===== src/rtl/cla_pipe_addacc_pkg.sv =====
// Shared types and defaults for the segment-pipelined CLA adder/accumulator.
package cla_pipe_addacc_pkg;

    localparam int unsigned DEF_WIDTH = 128;
    localparam int unsigned DEF_SEG_W = 32;
    localparam int unsigned GRP_W     = 4;

    typedef enum logic [1:0] {
        OP_ADD  = 2'd0,
        OP_SUB  = 2'd1,
        OP_ACC  = 2'd2,
        OP_LOAD = 2'd3
    } op_e;

    // Ops that read or write the accumulator and therefore must be serialised.
    function automatic logic is_acc_op(input op_e op);
        return (op == OP_ACC) || (op == OP_LOAD);
    endfunction

endpackage


===== src/rtl/cla_pipe_addacc_if.sv =====
// Operand/result ready-valid bus of the pipelined adder.
interface cla_pipe_addacc_if
    import cla_pipe_addacc_pkg::*;
#(
    parameter int unsigned WIDTH = DEF_WIDTH
) ();

    logic             in_valid;
    logic             in_ready;
    op_e              op;
    logic [WIDTH-1:0] a;
    logic [WIDTH-1:0] b;
    logic             out_valid;
    logic             out_ready;
    logic [WIDTH-1:0] sum;
    logic             cout;
    logic             ovf;
    logic [WIDTH-1:0] acc_q;

    modport master (
        output in_valid, op, a, b, out_ready,
        input  in_ready, out_valid, sum, cout, ovf, acc_q
    );

    modport slave (
        input  in_valid, op, a, b, out_ready,
        output in_ready, out_valid, sum, cout, ovf, acc_q
    );

endinterface


===== src/rtl/cla_pipe_addacc_seg.sv =====
// Combinational SEG_W-bit carry-lookahead adder slice built from 4-bit groups.
module cla_seg
    import cla_pipe_addacc_pkg::*;
#(
    parameter int unsigned SEG_W = DEF_SEG_W
) (
    input  logic [SEG_W-1:0] a,
    input  logic [SEG_W-1:0] b,
    input  logic             cin,
    output logic [SEG_W-1:0] s,
    output logic             cout,
    output logic             ovf
);

    localparam int unsigned NGRP = SEG_W / GRP_W;

    logic [SEG_W-1:0] g;
    logic [SEG_W-1:0] p;
    logic [SEG_W:0]   c;

    assign g = a & b;
    assign p = a ^ b;

    // Bit carries inside each group, group carry-out from group generate/propagate.
    always_comb begin
        logic [GRP_W-1:0] gg;
        logic [GRP_W-1:0] pp;
        logic             ci;
        gg   = '0;
        pp   = '0;
        ci   = 1'b0;
        c    = '0;
        c[0] = cin;
        for (int i = 0; i < int'(NGRP); i++) begin
            gg = g[i*GRP_W +: GRP_W];
            pp = p[i*GRP_W +: GRP_W];
            ci = c[i*GRP_W];
            c[i*GRP_W + 1] = gg[0] | (pp[0] & ci);
            c[i*GRP_W + 2] = gg[1] | (pp[1] & gg[0]) | (pp[1] & pp[0] & ci);
            c[i*GRP_W + 3] = gg[2] | (pp[2] & gg[1]) | (pp[2] & pp[1] & gg[0])
                           | ((&pp[2:0]) & ci);
            c[i*GRP_W + 4] = gg[3] | (pp[3] & gg[2]) | (pp[3] & pp[2] & gg[1])
                           | ((&pp[3:1]) & gg[0]) | ((&pp) & ci);
        end
    end

    assign s    = p ^ c[SEG_W-1:0];
    assign cout = c[SEG_W];
    assign ovf  = (a[SEG_W-1] == b[SEG_W-1]) && (s[SEG_W-1] != a[SEG_W-1]);

endmodule


===== src/rtl/cla_pipe_addacc.sv =====
// Segment-pipelined CLA add/sub with accumulator; one SEG_W slice resolved per stage.
module cla_pipe_addacc
    import cla_pipe_addacc_pkg::*;
#(
    parameter int unsigned WIDTH = DEF_WIDTH,
    parameter int unsigned SEG_W = DEF_SEG_W
) (
    input  logic             clk,
    input  logic             rst,
    cla_pipe_addacc_if.slave bus
);

    localparam int unsigned NSEG     = WIDTH / SEG_W;
    localparam int unsigned NP       = (NSEG > 1) ? NSEG - 1 : 1;
    localparam bit          HAS_PIPE = (NSEG > 1);

    // Handshake
    logic adv_c;
    logic acc_busy_c;
    logic in_ready_c;
    logic accept_c;

    // Operands after op decode (segment 0 input)
    logic [WIDTH-1:0] in_a_c;
    logic [WIDTH-1:0] in_b_c;
    logic             in_cin_c;

    // Skew registers: index i holds stage i+1
    logic             v_q  [NP];
    op_e              op_q [NP];
    logic [WIDTH-1:0] pa_q [NP];
    logic [WIDTH-1:0] pb_q [NP];
    logic [WIDTH-1:0] ps_q [NP];
    logic             pc_q [NP];

    // Per-segment adder wiring
    logic [SEG_W-1:0] seg_a  [NSEG];
    logic [SEG_W-1:0] seg_b  [NSEG];
    logic [SEG_W-1:0] seg_s  [NSEG];
    logic             seg_ci [NSEG];
    logic             seg_co [NSEG];
    logic             seg_ov [NSEG];

    // Beat about to enter the output stage
    logic             last_v_c;
    op_e              last_op_c;
    logic [WIDTH-1:0] last_s_c;

    // Output stage and accumulator
    logic             out_valid_q;
    logic [WIDTH-1:0] sum_q;
    logic             cout_q;
    logic             ovf_q;
    logic [WIDTH-1:0] acc_reg;

    assign adv_c      = !out_valid_q || bus.out_ready;
    assign in_ready_c = !rst && adv_c && !(is_acc_op(bus.op) && acc_busy_c);
    assign accept_c   = bus.in_valid && in_ready_c;

    // Any accumulator op still in flight blocks a new ACC/LOAD.
    always_comb begin
        acc_busy_c = 1'b0;
        for (int i = 0; i < int'(NP); i++) begin
            if (v_q[i] && is_acc_op(op_q[i])) begin
                acc_busy_c = 1'b1;
            end
        end
    end

    // Decode op into adder operands; ACC reads acc_reg at accept.
    always_comb begin
        in_a_c   = bus.a;
        in_b_c   = bus.b;
        in_cin_c = 1'b0;
        case (bus.op)
            OP_SUB: begin
                in_b_c   = ~bus.b;
                in_cin_c = 1'b1;
            end
            OP_ACC: begin
                in_a_c = acc_reg;
                in_b_c = bus.a;
            end
            OP_LOAD: in_b_c = '0;
            default: ;
        endcase
    end

    // One CLA slice per stage: slice 0 on the input, slice k on stage k's skewed operands.
    for (genvar k = 0; k < int'(NSEG); k++) begin : g_seg
        if (k == 0) begin : g_in
            assign seg_a[k]  = in_a_c[SEG_W-1:0];
            assign seg_b[k]  = in_b_c[SEG_W-1:0];
            assign seg_ci[k] = in_cin_c;
        end else begin : g_pipe
            assign seg_a[k]  = pa_q[k-1][k*SEG_W +: SEG_W];
            assign seg_b[k]  = pb_q[k-1][k*SEG_W +: SEG_W];
            assign seg_ci[k] = pc_q[k-1];
        end

        cla_seg #(.SEG_W(SEG_W)) u_seg (
            .a    (seg_a[k]),
            .b    (seg_b[k]),
            .cin  (seg_ci[k]),
            .s    (seg_s[k]),
            .cout (seg_co[k]),
            .ovf  (seg_ov[k])
        );
    end

    // Select the source feeding the output register.
    if (NSEG == 1) begin : g_last_in
        assign last_v_c  = accept_c;
        assign last_op_c = bus.op;
        assign last_s_c  = WIDTH'(seg_s[0]);
    end else begin : g_last_pipe
        assign last_v_c  = v_q[NP-1];
        assign last_op_c = op_q[NP-1];
        // Top segment completes the partial sum carried by the last skew stage.
        always_comb begin
            last_s_c = ps_q[NP-1];
            last_s_c[WIDTH-SEG_W +: SEG_W] = seg_s[NSEG-1];
        end
    end

    // Skew registers: whole pipe shifts on adv, bubbles are kept.
    always_ff @(posedge clk) begin
        if (rst) begin
            for (int i = 0; i < int'(NP); i++) begin
                v_q[i]  <= 1'b0;
                op_q[i] <= OP_ADD;
                pa_q[i] <= '0;
                pb_q[i] <= '0;
                ps_q[i] <= '0;
                pc_q[i] <= 1'b0;
            end
        end else if (adv_c) begin
            v_q[0]  <= HAS_PIPE && accept_c;
            op_q[0] <= bus.op;
            pa_q[0] <= in_a_c;
            pb_q[0] <= in_b_c;
            ps_q[0] <= WIDTH'(seg_s[0]);
            pc_q[0] <= seg_co[0];
            for (int i = 1; i < int'(NP); i++) begin
                v_q[i]  <= v_q[i-1];
                op_q[i] <= op_q[i-1];
                pa_q[i] <= pa_q[i-1];
                pb_q[i] <= pb_q[i-1];
                pc_q[i] <= seg_co[i];
                ps_q[i] <= ps_q[i-1];
                ps_q[i][i*SEG_W +: SEG_W] <= seg_s[i];
            end
        end
    end

    // Output stage; acc_reg captures ACC/LOAD results as they land here.
    always_ff @(posedge clk) begin
        if (rst) begin
            out_valid_q <= 1'b0;
            sum_q       <= '0;
            cout_q      <= 1'b0;
            ovf_q       <= 1'b0;
            acc_reg     <= '0;
        end else if (adv_c) begin
            out_valid_q <= last_v_c;
            if (last_v_c) begin
                sum_q  <= last_s_c;
                cout_q <= seg_co[NSEG-1];
                ovf_q  <= seg_ov[NSEG-1];
                if (is_acc_op(last_op_c)) begin
                    acc_reg <= last_s_c;
                end
            end
        end
    end

    assign bus.in_ready  = in_ready_c;
    assign bus.out_valid = out_valid_q;
    assign bus.sum       = sum_q;
    assign bus.cout      = cout_q;
    assign bus.ovf       = ovf_q;
    assign bus.acc_q     = acc_reg;

endmodule


===== src/flat_wrapper.sv =====
// flat-port wrapper written by rule: the top's interface ports become plain ports
module cla_pipe_addacc_flat import cla_pipe_addacc_pkg::*;
#(
    parameter int unsigned WIDTH = DEF_WIDTH,
    parameter int unsigned SEG_W = DEF_SEG_W
)
  (clk, rst, bus_in_valid, bus_op, bus_a, bus_b, bus_out_ready, bus_in_ready, bus_out_valid, bus_sum, bus_cout, bus_ovf, bus_acc_q);
  cla_pipe_addacc_if #(.WIDTH(WIDTH)) bus_i ();
  input  logic clk;
  input  logic rst;
  input wire logic [$bits(bus_i.in_valid)-1:0] bus_in_valid;
  input wire logic [$bits(bus_i.op)-1:0] bus_op;
  input wire logic [$bits(bus_i.a)-1:0] bus_a;
  input wire logic [$bits(bus_i.b)-1:0] bus_b;
  input wire logic [$bits(bus_i.out_ready)-1:0] bus_out_ready;
  output wire logic [$bits(bus_i.in_ready)-1:0] bus_in_ready;
  output wire logic [$bits(bus_i.out_valid)-1:0] bus_out_valid;
  output wire logic [$bits(bus_i.sum)-1:0] bus_sum;
  output wire logic [$bits(bus_i.cout)-1:0] bus_cout;
  output wire logic [$bits(bus_i.ovf)-1:0] bus_ovf;
  output wire logic [$bits(bus_i.acc_q)-1:0] bus_acc_q;
  assign bus_i.in_valid = bus_in_valid;
  assign bus_i.op = bus_op;
  assign bus_i.a = bus_a;
  assign bus_i.b = bus_b;
  assign bus_i.out_ready = bus_out_ready;
  assign bus_in_ready = bus_i.in_ready;
  assign bus_out_valid = bus_i.out_valid;
  assign bus_sum = bus_i.sum;
  assign bus_cout = bus_i.cout;
  assign bus_ovf = bus_i.ovf;
  assign bus_acc_q = bus_i.acc_q;
  cla_pipe_addacc #(.WIDTH(WIDTH), .SEG_W(SEG_W)) u_core (.clk(clk), .rst(rst), .bus(bus_i));
endmodule

===== config.mk =====
export PLATFORM = sky130hd
export DESIGN_NAME = cla_pipe_addacc_flat
export DESIGN_NICKNAME = d
export VERILOG_FILES = /design/src/rtl/cla_pipe_addacc_pkg.sv /design/src/rtl/cla_pipe_addacc_if.sv /design/src/rtl/cla_pipe_addacc_seg.sv /design/src/rtl/cla_pipe_addacc.sv /design/src/flat_wrapper.sv
export SDC_FILE = /design/constraint.sdc
export NUM_CORES = 2
export LEC_CHECK = 0
export CORE_MARGIN = 3
export CORE_UTILIZATION = 35
export DETAILED_ROUTE_END_ITERATION = 16
export GPL_TIMING_DRIVEN = 0
export PLACE_DENSITY = 0.57
export SLEW_MARGIN = 20
export SYNTH_ARGS = -nofsm -noshare
export SYNTH_HDL_FRONTEND = slang
export SYNTH_SLANG_ARGS = --single-unit

===== constraint.sdc =====
create_clock -name clk -period 19.7 [get_ports clk]
set_clock_uncertainty 0.15 [all_clocks]
set_input_delay 1.97 -clock clk [delete_from_list [all_inputs] [get_ports clk]]
set_output_delay 1.97 -clock clk [all_outputs]
set_load 0.1 [all_outputs]

==> reports/metrics.cfg <==
[run_status]
status=finished clean

[clocking]
ctsHtreeMaxLevel=3
clockBufferDepth=3
cts_resized=0
cts_root_buf=clkbuf_16
cts_tree=yes
worstSkewPairLatency_ps=650
holdBufCountCts=0
clkSinkCount=844
post_cts_buffers=0
cts.clk_slew.worst_paths_ps=60
cts_made_buffers=94

[sta]
setup_violations=0
max_slew_margin=0.201
hold_viol=0
worst_slew_pin_slew_ps=1190
max_freq_mhz=131
min_period_ps=7630
setup_slack_ps=12070
grt_setup_unrepaired=false
final_max_slew_viol_count=0
fin_crit_sh=0.387

[route]
firstDrtPassIters=7
final_antenna_net_count=0
wl_um=128000
vias_per_cell=5.03
drtIter0Drc=2169
drcViolationCount=0
wl_per_cell_um=22.2
vias=29100

[setup_path]
r2r-start=u_core.bus.acc_q[1]
r2r_setup_slack_ps=15490
rr_worst_depth=14
crit_type=in2out
critPathSlowestCell=clkdlybuf4s50_1
startpoint=bus_op[1]
crit_fanout=10
worstSetupEndpointType=primary output
worst_r2r_endpoint=u_core.ps_q[0][29]
critPathArrivalTime_ps=5510
crit_required_ps=17580
startpoint_type=primary input
cp_cell_sequence=clkbuf_1, clkbuf_2, buf_1, a21oi_1, clkdlybuf4s50_1
slowest_delay_ps=1100
crit_end=bus_in_ready

[synth]
synth-edff-count=585
synth.area.top_cells=edfxtp_1 45%, dfxtp_1 13%, nand2_1 7.2%
synth_fp_nets=4012
synth_area_per_cell_um2=10.8
yosys_warnings=0
ys_seq_area_frac=0.587
synth.top_cell.area_share=0.453
ys.flop_type=edfxtp_1
yosys_register_bits=844
synth.cell_area_mm2=0.0388
ys_async_sr_fraction=0
synthCells=3590
synth_area_leader_cell=edfxtp_1
synth.most_common_cell=nand2_1
synth_cell_types=55
synth_common_cells=747 x nand2_1, 585 x edfxtp_1, 377 x a21oi_1

[grt]
gr-total-overflow=0
grt_pass1_vias=28700
grt_use_total=0.218
grt_max_degree=56
grt_pass1_wl_um=187000
antenna_found_initial=22

[floorplan]
die_x_um=339
core_area_mm2=0.109
ios=522
dieArea_mm2=0.115
die_y_um=339
start_util=0.354
rows=121

[placed_design]
io_buffers=519
hpwlAfterDp_um=98600
gp_congestion=0.865
pre_cts_ws_ps=11920

[cells_and_area]
layout-drive-gt1-share=0.0469
area_growth_pct=27.8
finalNetCount=4648

[power]
fin_total_pwr_mw=4.27
max-vdd-ir-drop_mv=0.0646
power_density_mw_per_mm2=86.1
p_leak_nw=19.7

[run]
max-cap-violations=0

[worst_hold_path]
hold_class=reg2reg

area by class of cell:
class | count | area [µm²]
flip-flops and latches | 844 | 22800
well taps | 1476 | 1850
fillers | 10300 | 59900
diodes | 12 | 30.0
inverters | 52 | 195
clock inverters | 50 | 474
repair buffers | 540 | 5700
clock buffers | 126 | 2710
multi-input cells | 2466 | 15000
plain buffers | 228 | 877
metrics by stage:
| step | cell area, µm² | hold WS [ps] | utilization | TNS, ps | instances |
|---|---|---|---|---|---|
| CTS | 49500 | 306 | 0.453 | 0 | 5782 |
| global placement | 45800 | 293 | 0.419 | -2961320 | 5585 |
| global route | 49600 | 327 | 0.453 | 0 | 5790 |
| detailed placement | 46300 | 297 | 0.423 | 0 | 5606 |
| floorplan | 38800 | 347 | - | 0 | 3590 |
| finish | 49600 | 306 | 0.453 | 0 | 5794 |
placed cells by master, fill, tap and decap left out, drive strengths merged, types with 12 or more instances in the layout:
master,count
a211oi,22
a21o,52
a21oi,380
and2,312
buf,47
clkbuf,335
clkdlybuf4s50,512
clkinv,32
dfxtp,259
diode,12
edfxtp,585
fa,32
ha,128
inv,59
mux2i,138
nand2,747
nand2b,17
nand3,14
nand3b,18
nor2,218
nor3,18
o21ai,41
o22a,98
o22ai,32
xnor2,51
xor2,27
per-layer routing:
layer	track usage	wire (µm)	up-vias
met3	0.0467	7750	212
met5	0	55	-
met2	0.357	60700	844
li1	-	-	13900
met1	0.281	54700	14200
met4	0.0904	5270	8
cell families (layout without fill, tap and decap cells):
group                      after synthesis  count (layout)  synth area share
adders and majority gates              160             160            0.0578
buffers and inverters                  280             996            0.0271
muxes                                  138             138            0.0356
and+or+nand+nor                       1400            1400             0.164
other                                    0              12                 0
AOI/OAI and AO/OA                      690             690             0.111
xor gates and xnor gates                78              78            0.0176
DFF                                    844             844             0.587
critical path: cells and delay by family:
family                 cells  cell delay [ps]
AO/OA/AOI/OAI              1              470
buffers and inverters      4             3030
registers in the layout, indices dropped and copies added, names as in the netlist, 3 cells and up:
| register | cells |
|---|---|
| u_core.bus.acc_q | 128 |
| u_core.bus.sum | 128 |
| u_core.op_q | 3 |
| u_core.pa_q | 192 |
| u_core.pb_q | 192 |
| u_core.pc_q | 3 |
| u_core.ps_q | 192 |
| u_core.v_q | 3 |
power breakdown:
part           internal, mW  total [mW]  leakage, nW  switching (mW)
Combinational         0.176       0.437         9.11           0.261
Sequential             1.99        2.02         9.07          0.0343
Clock                  1.07        1.81         1.57           0.733
how the worst min path moves through the flow:
stage                                   from                   to  slack [ps]  depth (start not counted)
after floorplan           u_core.pa_q[0][64]  u_core.pa_q[0][192]         350                          1
after global placement    u_core.bus.sum[37]   u_core.bus.sum[37]         290                          2
after detailed placement   u_core.bus.sum[0]    u_core.bus.sum[0]         300                          2
after CTS                 u_core.bus.sum[54]   u_core.bus.sum[54]         310                          2
after global routing      u_core.bus.sum[54]   u_core.bus.sum[54]         330                          2
final                     u_core.bus.sum[22]   u_core.bus.sum[22]         310                          2
No activity file was read; power rests on OpenSTA's default activity.
